### src/rtl/mp_pkg.sv
// Shared definitions for the multiplier processor: front-end FSM state encoding,
// opcode constants and instruction field positions. Also used by result-select
// and write-back logic downstream.
package mp_pkg;

    // Front-end sequencing states, one per cycle of the fetch/read/issue flow
    typedef enum logic [3:0] {
        ST_IDLE     = 4'd0,
        ST_OP_READ  = 4'd1,
        ST_OP_WAIT  = 4'd2,
        ST_RA_READ  = 4'd3,
        ST_RB_READ  = 4'd4,
        ST_OP_WAIT2 = 4'd5,
        ST_ISSUE    = 4'd6,
        ST_FINISH   = 4'd7
    } mp_state_e;

    // Opcode 0 is a no-operation; bit 3 selects the multiplier over the ALU
    localparam logic [3:0] OPC_NOP     = 4'b0000;
    localparam int         OPC_MUL_BIT = 3;

    // Instruction word layout: [15:12] opcode, [11:8] Rd, [7:4] Ra, [3:0] Rb
    localparam int INSTR_W = 16;
    localparam int OPC_MSB = 15;
    localparam int OPC_LSB = 12;
    localparam int RD_MSB  = 11;
    localparam int RD_LSB  = 8;
    localparam int RA_MSB  = 7;
    localparam int RA_LSB  = 4;
    localparam int RB_MSB  = 3;
    localparam int RB_LSB  = 0;

    // True when the opcode routes to the multiplier rather than the ALU
    function automatic logic opc_is_mul(input logic [3:0] opc);
        return opc[OPC_MUL_BIT];
    endfunction

endpackage

### src/rtl/mp_instr_decode.sv
// Combinational split of an instruction word into its fields plus a NOP flag.
module mp_instr_decode
    import mp_pkg::*;
(
    input  logic [INSTR_W-1:0] instr,
    output logic [3:0]         opcode,
    output logic [3:0]         rd,
    output logic [3:0]         ra,
    output logic [3:0]         rb,
    output logic               is_nop
);

    assign opcode = instr[OPC_MSB:OPC_LSB];
    assign rd     = instr[RD_MSB:RD_LSB];
    assign ra     = instr[RA_MSB:RA_LSB];
    assign rb     = instr[RB_MSB:RB_LSB];
    assign is_nop = (instr[OPC_MSB:OPC_LSB] == OPC_NOP);

endmodule

### src/rtl/mp_operand_fetch.sv
// Multiplier processor front end: walks the program once per start pulse,
// fetching each word, reading Ra then Rb from the register file, and holding
// the issue bundle until execute accepts it. All outputs come from flops.
module mp_operand_fetch
    import mp_pkg::*;
#(
    parameter int N_INSTR = 16,
    parameter int IADDR_W = 4,
    parameter int DATA_W  = 64
) (
    input  logic               clk,
    input  logic               reset_n,
    input  logic               start,
    output logic               imem_re,
    output logic [IADDR_W-1:0] imem_addr,
    input  logic [INSTR_W-1:0] imem_rdata,
    output logic               rf_re,
    output logic [3:0]         rf_raddr,
    input  logic [DATA_W-1:0]  rf_rdata,
    output logic               iss_valid,
    input  logic               iss_ready,
    output logic [3:0]         iss_opcode,
    output logic [3:0]         iss_rd,
    output logic [DATA_W-1:0]  iss_opa,
    output logic [DATA_W-1:0]  iss_opb,
    output logic               busy,
    output logic               done
);

    localparam logic [IADDR_W-1:0] LAST_PC = IADDR_W'(N_INSTR - 1);
    localparam logic [IADDR_W-1:0] PC_ONE  = IADDR_W'(1);

    mp_state_e            state_q, state_d;
    logic [IADDR_W-1:0]   pc_q, pc_d;
    logic [INSTR_W-1:0]   instr_q, instr_d;
    logic [DATA_W-1:0]    opa_q, opa_d;
    logic [DATA_W-1:0]    opb_q, opb_d;

    logic                 imem_re_q, imem_re_d;
    logic [IADDR_W-1:0]   imem_addr_q, imem_addr_d;
    logic                 rf_re_q, rf_re_d;
    logic [3:0]           rf_raddr_q, rf_raddr_d;
    logic                 iss_valid_q, iss_valid_d;
    logic [3:0]           iss_opcode_q, iss_opcode_d;
    logic [3:0]           iss_rd_q, iss_rd_d;
    logic                 busy_q, busy_d;
    logic                 done_q, done_d;

    logic [3:0]           dec_opcode_s;
    logic [3:0]           dec_rd_s;
    logic [3:0]           dec_ra_s;
    logic [3:0]           dec_rb_s;
    logic                 dec_is_nop_s;

    // The instruction register captures the memory word only in the cycle it is valid
    assign instr_d = (state_q == ST_OP_WAIT) ? imem_rdata : instr_q;

    // Decoding the next-instruction value lets the NOP branch and Ra/Rb address
    // selection act on a word in the same cycle it arrives from memory
    mp_instr_decode u_decode (
        .instr  (instr_d),
        .opcode (dec_opcode_s),
        .rd     (dec_rd_s),
        .ra     (dec_ra_s),
        .rb     (dec_rb_s),
        .is_nop (dec_is_nop_s)
    );

    // Next-state, pc and operand capture logic for the fetch/read/issue sequence
    always_comb begin
        state_d = state_q;
        pc_d    = pc_q;
        opa_d   = opa_q;
        opb_d   = opb_q;
        case (state_q)
            ST_IDLE: begin
                if (start) begin
                    state_d = ST_OP_READ;
                end else begin
                    state_d = ST_IDLE;
                end
            end
            ST_OP_READ: begin
                state_d = ST_OP_WAIT;
            end
            ST_OP_WAIT: begin
                if (dec_is_nop_s) begin
                    opa_d   = {DATA_W{1'b0}};
                    opb_d   = {DATA_W{1'b0}};
                    state_d = ST_ISSUE;
                end else begin
                    state_d = ST_RA_READ;
                end
            end
            ST_RA_READ: begin
                state_d = ST_RB_READ;
            end
            ST_RB_READ: begin
                opa_d   = rf_rdata;
                state_d = ST_OP_WAIT2;
            end
            ST_OP_WAIT2: begin
                opb_d   = rf_rdata;
                state_d = ST_ISSUE;
            end
            ST_ISSUE: begin
                if (iss_ready) begin
                    if (pc_q == LAST_PC) begin
                        state_d = ST_FINISH;
                    end else begin
                        pc_d    = pc_q + PC_ONE;
                        state_d = ST_OP_READ;
                    end
                end else begin
                    state_d = ST_ISSUE;
                end
            end
            ST_FINISH: begin
                pc_d    = {IADDR_W{1'b0}};
                state_d = ST_IDLE;
            end
            default: begin
                pc_d    = {IADDR_W{1'b0}};
                state_d = ST_IDLE;
            end
        endcase
    end

    // Output values for the coming cycle, derived from the state being entered
    always_comb begin
        imem_re_d    = (state_d == ST_OP_READ);
        imem_addr_d  = {IADDR_W{1'b0}};
        rf_re_d      = (state_d == ST_RA_READ) || (state_d == ST_RB_READ);
        rf_raddr_d   = 4'd0;
        iss_valid_d  = (state_d == ST_ISSUE);
        iss_opcode_d = dec_opcode_s;
        iss_rd_d     = dec_rd_s;
        busy_d       = (state_d != ST_IDLE);
        done_d       = (state_d == ST_FINISH);
        if (imem_re_d) begin
            imem_addr_d = pc_d;
        end else begin
            imem_addr_d = {IADDR_W{1'b0}};
        end
        if (state_d == ST_RA_READ) begin
            rf_raddr_d = dec_ra_s;
        end else if (state_d == ST_RB_READ) begin
            rf_raddr_d = dec_rb_s;
        end else begin
            rf_raddr_d = 4'd0;
        end
    end

    // State, datapath and output registers with synchronous active-low reset
    always_ff @(posedge clk) begin
        if (!reset_n) begin
            state_q      <= ST_IDLE;
            pc_q         <= {IADDR_W{1'b0}};
            instr_q      <= {INSTR_W{1'b0}};
            opa_q        <= {DATA_W{1'b0}};
            opb_q        <= {DATA_W{1'b0}};
            imem_re_q    <= 1'b0;
            imem_addr_q  <= {IADDR_W{1'b0}};
            rf_re_q      <= 1'b0;
            rf_raddr_q   <= 4'd0;
            iss_valid_q  <= 1'b0;
            iss_opcode_q <= 4'd0;
            iss_rd_q     <= 4'd0;
            busy_q       <= 1'b0;
            done_q       <= 1'b0;
        end else begin
            state_q      <= state_d;
            pc_q         <= pc_d;
            instr_q      <= instr_d;
            opa_q        <= opa_d;
            opb_q        <= opb_d;
            imem_re_q    <= imem_re_d;
            imem_addr_q  <= imem_addr_d;
            rf_re_q      <= rf_re_d;
            rf_raddr_q   <= rf_raddr_d;
            iss_valid_q  <= iss_valid_d;
            iss_opcode_q <= iss_opcode_d;
            iss_rd_q     <= iss_rd_d;
            busy_q       <= busy_d;
            done_q       <= done_d;
        end
    end

    assign imem_re    = imem_re_q;
    assign imem_addr  = imem_addr_q;
    assign rf_re      = rf_re_q;
    assign rf_raddr   = rf_raddr_q;
    assign iss_valid  = iss_valid_q;
    assign iss_opcode = iss_opcode_q;
    assign iss_rd     = iss_rd_q;
    assign iss_opa    = opa_q;
    assign iss_opb    = opb_q;
    assign busy       = busy_q;
    assign done       = done_q;

endmodule

### config.mk
export PLATFORM = sky130hd
export DESIGN_NAME = mp_operand_fetch
export DESIGN_NICKNAME = d
export VERILOG_FILES = /design/src/rtl/mp_pkg.sv /design/src/rtl/mp_instr_decode.sv /design/src/rtl/mp_operand_fetch.sv
export SDC_FILE = /design/constraint.sdc
export NUM_CORES = 1
export LEC_CHECK = 0
export BUFFER_PORTS_ARGS = -buffer_cell sky130_fd_sc_hd__buf_2
export CAP_MARGIN = 5
export CORE_UTILIZATION = 25
export CTS_CLUSTER_DIAMETER = 30
export CTS_CLUSTER_SIZE = 12
export DETAILED_ROUTE_END_ITERATION = 6
export PLACE_DENSITY = 0.55
export SLEW_MARGIN = 20
export SYNTH_ARGS = -nofsm -noshare
export SYNTH_HDL_FRONTEND = slang
export SYNTH_SLANG_ARGS = --single-unit
### constraint.sdc
create_clock -name clk -period 2.7 [get_ports clk]
set_clock_uncertainty 0.15 [all_clocks]
set_input_delay 0.54 -clock clk [delete_from_list [all_inputs] [get_ports clk]]
set_output_delay 0.54 -clock clk [all_outputs]
set_load 0.1 [all_outputs]
; Yosys cells after proc, flatten, opt, wreduce, memory -nomap -nowiden
; Index checks and enable logic that the tools add are counted.
[op_classes]
add_sub_neg = 1
eq_ne = 13
mux = 14
n_reduce_logical = 10
[ops]
columns = operator, count
row1 = $pmux W64 S2, 2
row2 = $mux W64, 1
row3 = $pmux W4 S7, 1
row4 = $eq A4 B3 Y1 const B, 6
row5 = $mux W4, 5
row6 = $mux W16, 1
row7 = $eq A4 B2 Y1 const B, 3
row8 = $eq A4 B1 Y1 const B, 2
row9 = $logic_not A4 Y1, 2
row10 = $pmux W4 S2, 1
row11 = $mux W3, 2
row12 = $reduce_and A2 Y1, 3
row13 = $reduce_or A6 Y1, 1
row14 = $add A4 B1 Y4 const B, 1
row15 = $eq A4 B4 Y1 const B, 1
row16 = $reduce_bool A2 Y1, 2
row17 = $reduce_bool A4 Y1, 1
row18 = $ne A2 B2 Y1 const B, 1
row19 = $logic_or A1 B1 Y1, 1
row20 = $mux W1, 1
[totals]
register_bits = 173
input_bits = 84
out_inout_bits = 149
wordCells = 52

; Logic depth before layout (Yosys ltp)
[logic_depth]
ltp_word = 8
mapped_depth = 6
mapped_depth_nobuf = 5

; By module
; From an unflattened synthesis, not the netlist that was laid out.
[hier_totals]
hier_cells = 609
area_unflattened_um2 = 6083.3
[by_module_without_submodules]
columns = mod, instances, cells_each, area_each_um2, seq_area_each_um2
row1 = mp_operand_fetch, 1, 592, 5950.7, 3443.3
row2 = mp_instr_decode, 1, 17, 132.6, 0.0

; Worst setup path after synthesis
; Ideal clock, no wire load.
[synth_path]
path_type = in2reg
from = input imem_rdata[12]
to = register opb_q[23] (netlist: iss_opb[23])
setup_ps = 128
arrival_time_ps = 1549
t_required_ps = 2422
path_slack_ps = 873
path_stages = 5
n_path_buf = 1
cell_sequence = nor4_4 > a21oi_4 > buf_6 > a22oi_1 > nor2_1
[synth_between]
elab_chain_cells = 4
[synth_rtl]
columns = element, line
row1 = from (decl), mp_operand_fetch.sv:16  ; input logic [INSTR_W-1:0] imem_rdata,
row2 = $mux W16, mp_operand_fetch.sv:56  ; assign instr_d = (state_q == ST_OP_WAIT) ? imem_rdata : instr_q;
row3 = $logic_not A4 Y1, mp_instr_decode.sv:17  ; assign is_nop = (instr[OPC_MSB:OPC_LSB] == OPC_NOP);
row4 = $ne A2 B2 Y1 (no source line), --
row5 = $reduce_and A2 Y1 (no source line), --
row6 = to (signal assigned), mp_operand_fetch.sv:161  ; opb_q <= {DATA_W{1'b0}};
row7 = to (signal assigned), mp_operand_fetch.sv:176  ; opb_q <= opb_d;
row8 = to (decl), mp_operand_fetch.sv:37  ; logic [DATA_W-1:0] opb_q, opb_d;
; Every way passes these cells.
; A chain may end at the register's enable or synchronous reset.

; Worst setup path in the final report
[layout_path]
from = register state_q[1]
to = register rf_raddr_q[3] (netlist: rf_raddr[3])
[layout_between]
elab_chain_cells = 8
elab_cells_between_ends = 15
cone_classes = 8 x eq/ne / 5 x mux / 2 x reduce/logical
[layout_rtl]
columns = element, line
row1 = from (decl), mp_operand_fetch.sv:33  ; mp_state_e state_q, state_d;
row2 = from (signal assigned), mp_operand_fetch.sv:172  ; state_q <= state_d;
row3 = $eq A4 B2 Y1, "mp_operand_fetch.sv:56, mp_operand_fetch.sv:75"
row4 = $mux W16, mp_operand_fetch.sv:56
row5 = $logic_not A4 Y1, mp_instr_decode.sv:17
row6 = $mux W3, mp_operand_fetch.sv:87  ; if (dec_is_nop_s) begin
row7 = $pmux W4 S7, mp_operand_fetch.sv:75  ; case (state_q)
row8 = $eq A4 B3 Y1, mp_operand_fetch.sv:147  ; end else if (state_d == ST_RB_READ) begin
row9 = $mux W4, mp_operand_fetch.sv:147
row10 = $mux W4 (*), mp_operand_fetch.sv:145  ; if (state_d == ST_RA_READ) begin
row11 = to (signal assigned), mp_operand_fetch.sv:180  ; rf_raddr_q <= rf_raddr_d;
row12 = to (decl), mp_operand_fetch.sv:42  ; logic [3:0] rf_raddr_q, rf_raddr_d;
; Every way passes the cells marked *; elsewhere a longest branch is shown, timed or not.

==> metrics.txt <==
# TYPE chip_impl_metric gauge
chip_impl_metric{name="grt_pass1_wl",unit="mm"} 27.1
chip_impl_metric{name="cp.buffers_inverters",unit=""} 1
chip_impl_metric{name="drt_pass1_iterations",unit=""} 5
chip_impl_info{name="worstSetupEndpointType",value="flop"} 1
chip_impl_metric{name="setup-violations-final",unit=""} 0
chip_impl_metric{name="pwr-share-clk",unit=""} 0.442
chip_impl_info{name="mostFrequentLayoutCells",value="sky130_fd_sc_hd__buf_2 (232), sky130_fd_sc_hd__dfxtp_1 (164), sky130_fd_sc_hd__nor2_1 (144)"} 1
chip_impl_metric{name="finish.instance_area",unit="mm²"} 0.00781
chip_impl_metric{name="final_layout_size_suffix_gt1_frac",unit=""} 0.366
chip_impl_metric{name="place.port_buffers",unit=""} 232
chip_impl_metric{name="detail-route-antenna-nets",unit=""} 0
chip_impl_metric{name="area.growth.synth_to_final",unit="%"} 33.6
chip_impl_metric{name="detail_route.wirelength",unit="mm"} 17.6
chip_impl_info{name="dominant_register_cell_in_the_synthesized_netlist",value="sky130_fd_sc_hd__dfxtp_1"} 1
chip_impl_metric{name="p_int",unit="mW"} 4.23
chip_impl_metric{name="cts_made_buffers",unit=""} 17
chip_impl_metric{name="vias_per_cell",unit=""} 4.56
chip_impl_metric{name="cts_sink_count",unit=""} 164
chip_impl_metric{name="fin_worst_hold_slack",unit="ns"} 0.206
chip_impl_metric{name="fp.coreArea",unit="mm²"} 0.0228
chip_impl_metric{name="synth_cell_type_count",unit=""} 40
chip_impl_info{name="worst_path_dominant_cell_family",value="flip-flops"} 1
chip_impl_metric{name="insertedDiodeCount",unit=""} 0
chip_impl_metric{name="share_comb_of_total_power",unit=""} 0.130
chip_impl_metric{name="total_switching_power",unit="mW"} 1.64
chip_impl_metric{name="drt_drc_violations_left",unit=""} 0
chip_impl_metric{name="h-tree-depth",unit=""} 4
chip_impl_metric{name="pin_count",unit=""} 233
chip_impl_metric{name="synth_enable_flop_cells",unit=""} 0
chip_impl_metric{name="place.gp.congestion",unit=""} 0.784
chip_impl_metric{name="grt_remaining_overflow",unit=""} 0
chip_impl_info{name="grt_setup_unrepaired",value="false"} 1
chip_impl_metric{name="clkSlewWorstSetupHoldPaths",unit="ns"} 0.06
chip_impl_metric{name="finalHoldViolCount",unit=""} 0
chip_impl_metric{name="finalNonFillerCells",unit=""} 1133
chip_impl_info{name="tritoncts_clock_tree",value="done"} 1
chip_impl_metric{name="routedWlPerCell",unit="µm"} 15.5
chip_impl_metric{name="detailedRoute.firstIterationViolations",unit=""} 354
chip_impl_metric{name="critical_path_maximum_fanout",unit=""} 16
chip_impl_metric{name="power_frac_seq",unit=""} 0.428
chip_impl_info{name="most_common_library_cell_in_the_layout_ignoring_fill_and_taps",value="sky130_fd_sc_hd__buf_2"} 1
chip_impl_metric{name="netlist_instances",unit=""} 599
chip_impl_metric{name="yosysSeqAreaShare",unit=""} 0.562
chip_impl_metric{name="die_area",unit="mm²"} 0.0240
chip_impl_metric{name="vias_in_the_first_global_route",unit=""} 4977
chip_impl_metric{name="syn_area_per_cell",unit="µm²"} 9.76
chip_impl_metric{name="antenna_found_initial",unit=""} 0
chip_impl_metric{name="die_w",unit="µm"} 155
chip_impl_metric{name="max_rail_drop_vdd",unit="mV"} 0.329
chip_impl_metric{name="initial_utilization",unit=""} 0.257
chip_impl_metric{name="grtUsageTotal",unit=""} 0.146
chip_impl_metric{name="clkLatencyLatePin",unit="ns"} 0.42
chip_impl_metric{name="via_count",unit=""} 5170
chip_impl_metric{name="pwr_density_cell",unit="mW/mm²"} 753
chip_impl_metric{name="fin_tns_setup",unit="ns"} 0
chip_impl_metric{name="power.share.switching",unit=""} 0.280
chip_impl_metric{name="p_total",unit="mW"} 5.88
chip_impl_metric{name="static-leakage-power",unit="nW"} 3.43
chip_impl_metric{name="dpl.hpwl",unit="mm"} 11.1
chip_impl_info{name="setup.worst_path.start_class",value="flop"} 1
chip_impl_metric{name="placementRows",unit=""} 55
chip_impl_metric{name="placed_area",unit="mm²"} 0.00719
chip_impl_metric{name="cp_slowest_stage_delay",unit="ns"} 0.59
chip_impl_metric{name="fin_nets",unit=""} 892
chip_impl_metric{name="timing.critical_path.required",unit="ns"} 2.86
chip_impl_metric{name="utilization",unit=""} 0.343
chip_impl_metric{name="cts-hold-fix-buffers",unit=""} 0
chip_impl_metric{name="die_h",unit="µm"} 155
chip_impl_metric{name="fin_crit_sh",unit=""} 0.816
chip_impl_metric{name="cp_data_arrival_time",unit="ns"} 2.36
chip_impl_metric{name="clockBufferDepth",unit=""} 2
chip_impl_metric{name="nFillCells",unit=""} 2388
chip_impl_metric{name="post-route-min-period",unit="ns"} 2.20
chip_impl_metric{name="cts.repair.resized",unit=""} 0
chip_impl_info{name="crit_path_cell_trace",value="nor3b_2 > buf_4 > mux2_2 > a22oi_1 > nor2_1"} 1
chip_impl_info{name="clock_tree.root_cell",value="sky130_fd_sc_hd__clkbuf_16"} 1
chip_impl_metric{name="grt_max_degree",unit=""} 66
chip_impl_metric{name="synth_async_sr_flop_share",unit=""} 0
chip_impl_metric{name="yosys_warnings",unit=""} 0
chip_impl_info{name="status",value="finished, final reports clean"} 1
chip_impl_info{name="slowest_stage",value="sky130_fd_sc_hd__dfxtp_1"} 1
chip_impl_metric{name="worstMarginPinSlew",unit="ns"} 0.686
chip_impl_metric{name="syn_std_cell_area",unit="mm²"} 0.00585
chip_impl_metric{name="timing.final.max_slew_violations",unit=""} 0
chip_impl_info{name="timing.setup.critical_path_class",value="reg -> reg"} 1
chip_impl_metric{name="final.setup.worst_slack",unit="ns"} 0.497
chip_impl_info{name="worstHoldPathType",value="in -> reg"} 1
chip_impl_metric{name="maxClockFrequency",unit="MHz"} 454
chip_impl_metric{name="postSynthRegisterBits",unit=""} 164
chip_impl_metric{name="syn_nets",unit=""} 684
chip_impl_metric{name="timing.slew.headroom",unit=""} 0.542
chip_impl_metric{name="numPlacedInstances",unit=""} 1101
chip_impl_metric{name="cts.repair_timing.setup_buffer_count",unit=""} 0
chip_impl_metric{name="dpl_worst_slack",unit="ns"} 0.506
chip_impl_metric{name="drv_cap",unit=""} 0
==> power by group through the flow <==
stage          registers [mW]  clock network (mW)  logic, mW
5_1_grt                  2.52                2.78      0.814
2_1_floorplan            2.83                   0      0.323
3_3_place_gp             2.57                   0      0.770
4_1_cts                  2.52                2.68      0.770
3_5_place_dp             2.57                   0      0.769
6_report                 2.52                2.60      0.766
==> final cells by class <==
cell class,count,area (µm²),share of cell area
clock inverters,13,181,0.0232
clock buffers,19,443,0.0567
multi-input cells,372,2180,0.279
inverters,5,21.3,0.00272
repair buffers,247,1310,0.168
flip-flops and latches,164,3280,0.420
well taps,313,392,0.0501
==> cells by family (layout without fill, tap and decap cells) <==
| group | count (synthesis) | in the layout | share of synthesized area |
|---|---|---|---|
| and+or+nand+nor | 201 | 201 | 0.146 |
| AOI/OAI and AO/OA | 165 | 165 | 0.214 |
| DFF | 164 | 164 | 0.562 |
| buffers and inverters | 63 | 284 | 0.0678 |
| muxes | 5 | 5 | 0.00942 |
| adders and majority gates | 1 | 1 | 0.00214 |
==> metal layers <==
layer  vias up  track usage  share of wire
met2       192        0.227           0.47
met4         0       0.0580          0.017
met1      2449        0.185           0.44
met5         -            0              0
met3        13       0.0482          0.071
li1       2516            -              -
==> synth_stat cells, types with 2 or more instances <==
library cell,number,area share
sky130_fd_sc_hd__a21oi_1,19,0.016
sky130_fd_sc_hd__a21oi_4,2,0.0056
sky130_fd_sc_hd__a22oi_1,124,0.16
sky130_fd_sc_hd__a22oi_2,8,0.017
sky130_fd_sc_hd__a31oi_1,2,0.0021
sky130_fd_sc_hd__and2_1,5,0.0053
sky130_fd_sc_hd__buf_2,11,0.0094
sky130_fd_sc_hd__buf_4,15,0.019
sky130_fd_sc_hd__buf_6,12,0.023
sky130_fd_sc_hd__clkbuf_1,19,0.012
sky130_fd_sc_hd__dfxtp_1,164,0.56
sky130_fd_sc_hd__inv_1,5,0.0032
sky130_fd_sc_hd__mux2_2,4,0.0077
sky130_fd_sc_hd__nand2_1,29,0.019
sky130_fd_sc_hd__nand3_1,4,0.0034
sky130_fd_sc_hd__nor2_1,144,0.092
sky130_fd_sc_hd__nor3_1,4,0.0034
sky130_fd_sc_hd__nor3b_1,3,0.0039
sky130_fd_sc_hd__o21ai_0,2,0.0017
sky130_fd_sc_hd__or2_2,3,0.0032
==> path summary, 6_finish.rpt <==
| path | from | endpoint | slack [ns] | cells past startpoint |
|---|---|---|---|---|
| worst max-delay path | state_q[1] | rf_raddr[3] | 0.50 | 5 |
| worst min-delay path | imem_rdata[9] | instr_q[9] | 0.21 | 3 |
| worst max register to register | state_q[1] | rf_raddr[3] | 0.50 | 5 |
| worst min register to register | instr_q[13] | instr_q[13] | 0.30 | 2 |
==> state kept, by name, indices dropped and copies added (netlist names) <==
| name | count |
|---|---|
| iss_valid | 1 |
| rf_raddr | 4 |
| imem_re | 1 |
| imem_addr | 4 |
| busy | 1 |
| iss_opb | 64 |
| pc_q | 4 |
| iss_opa | 64 |
| state_q | 3 |
| rf_re | 1 |
| instr_q | 16 |
| done | 1 |
==> worst min-delay path, cell delays in order <==
cell and delay (ns):
sky130_fd_sc_hd__buf_2 0.09, sky130_fd_sc_hd__nand2_1 0.04, sky130_fd_sc_hd__a21oi_1 0.05
Note: power is estimated with default switching activity, not from simulation.
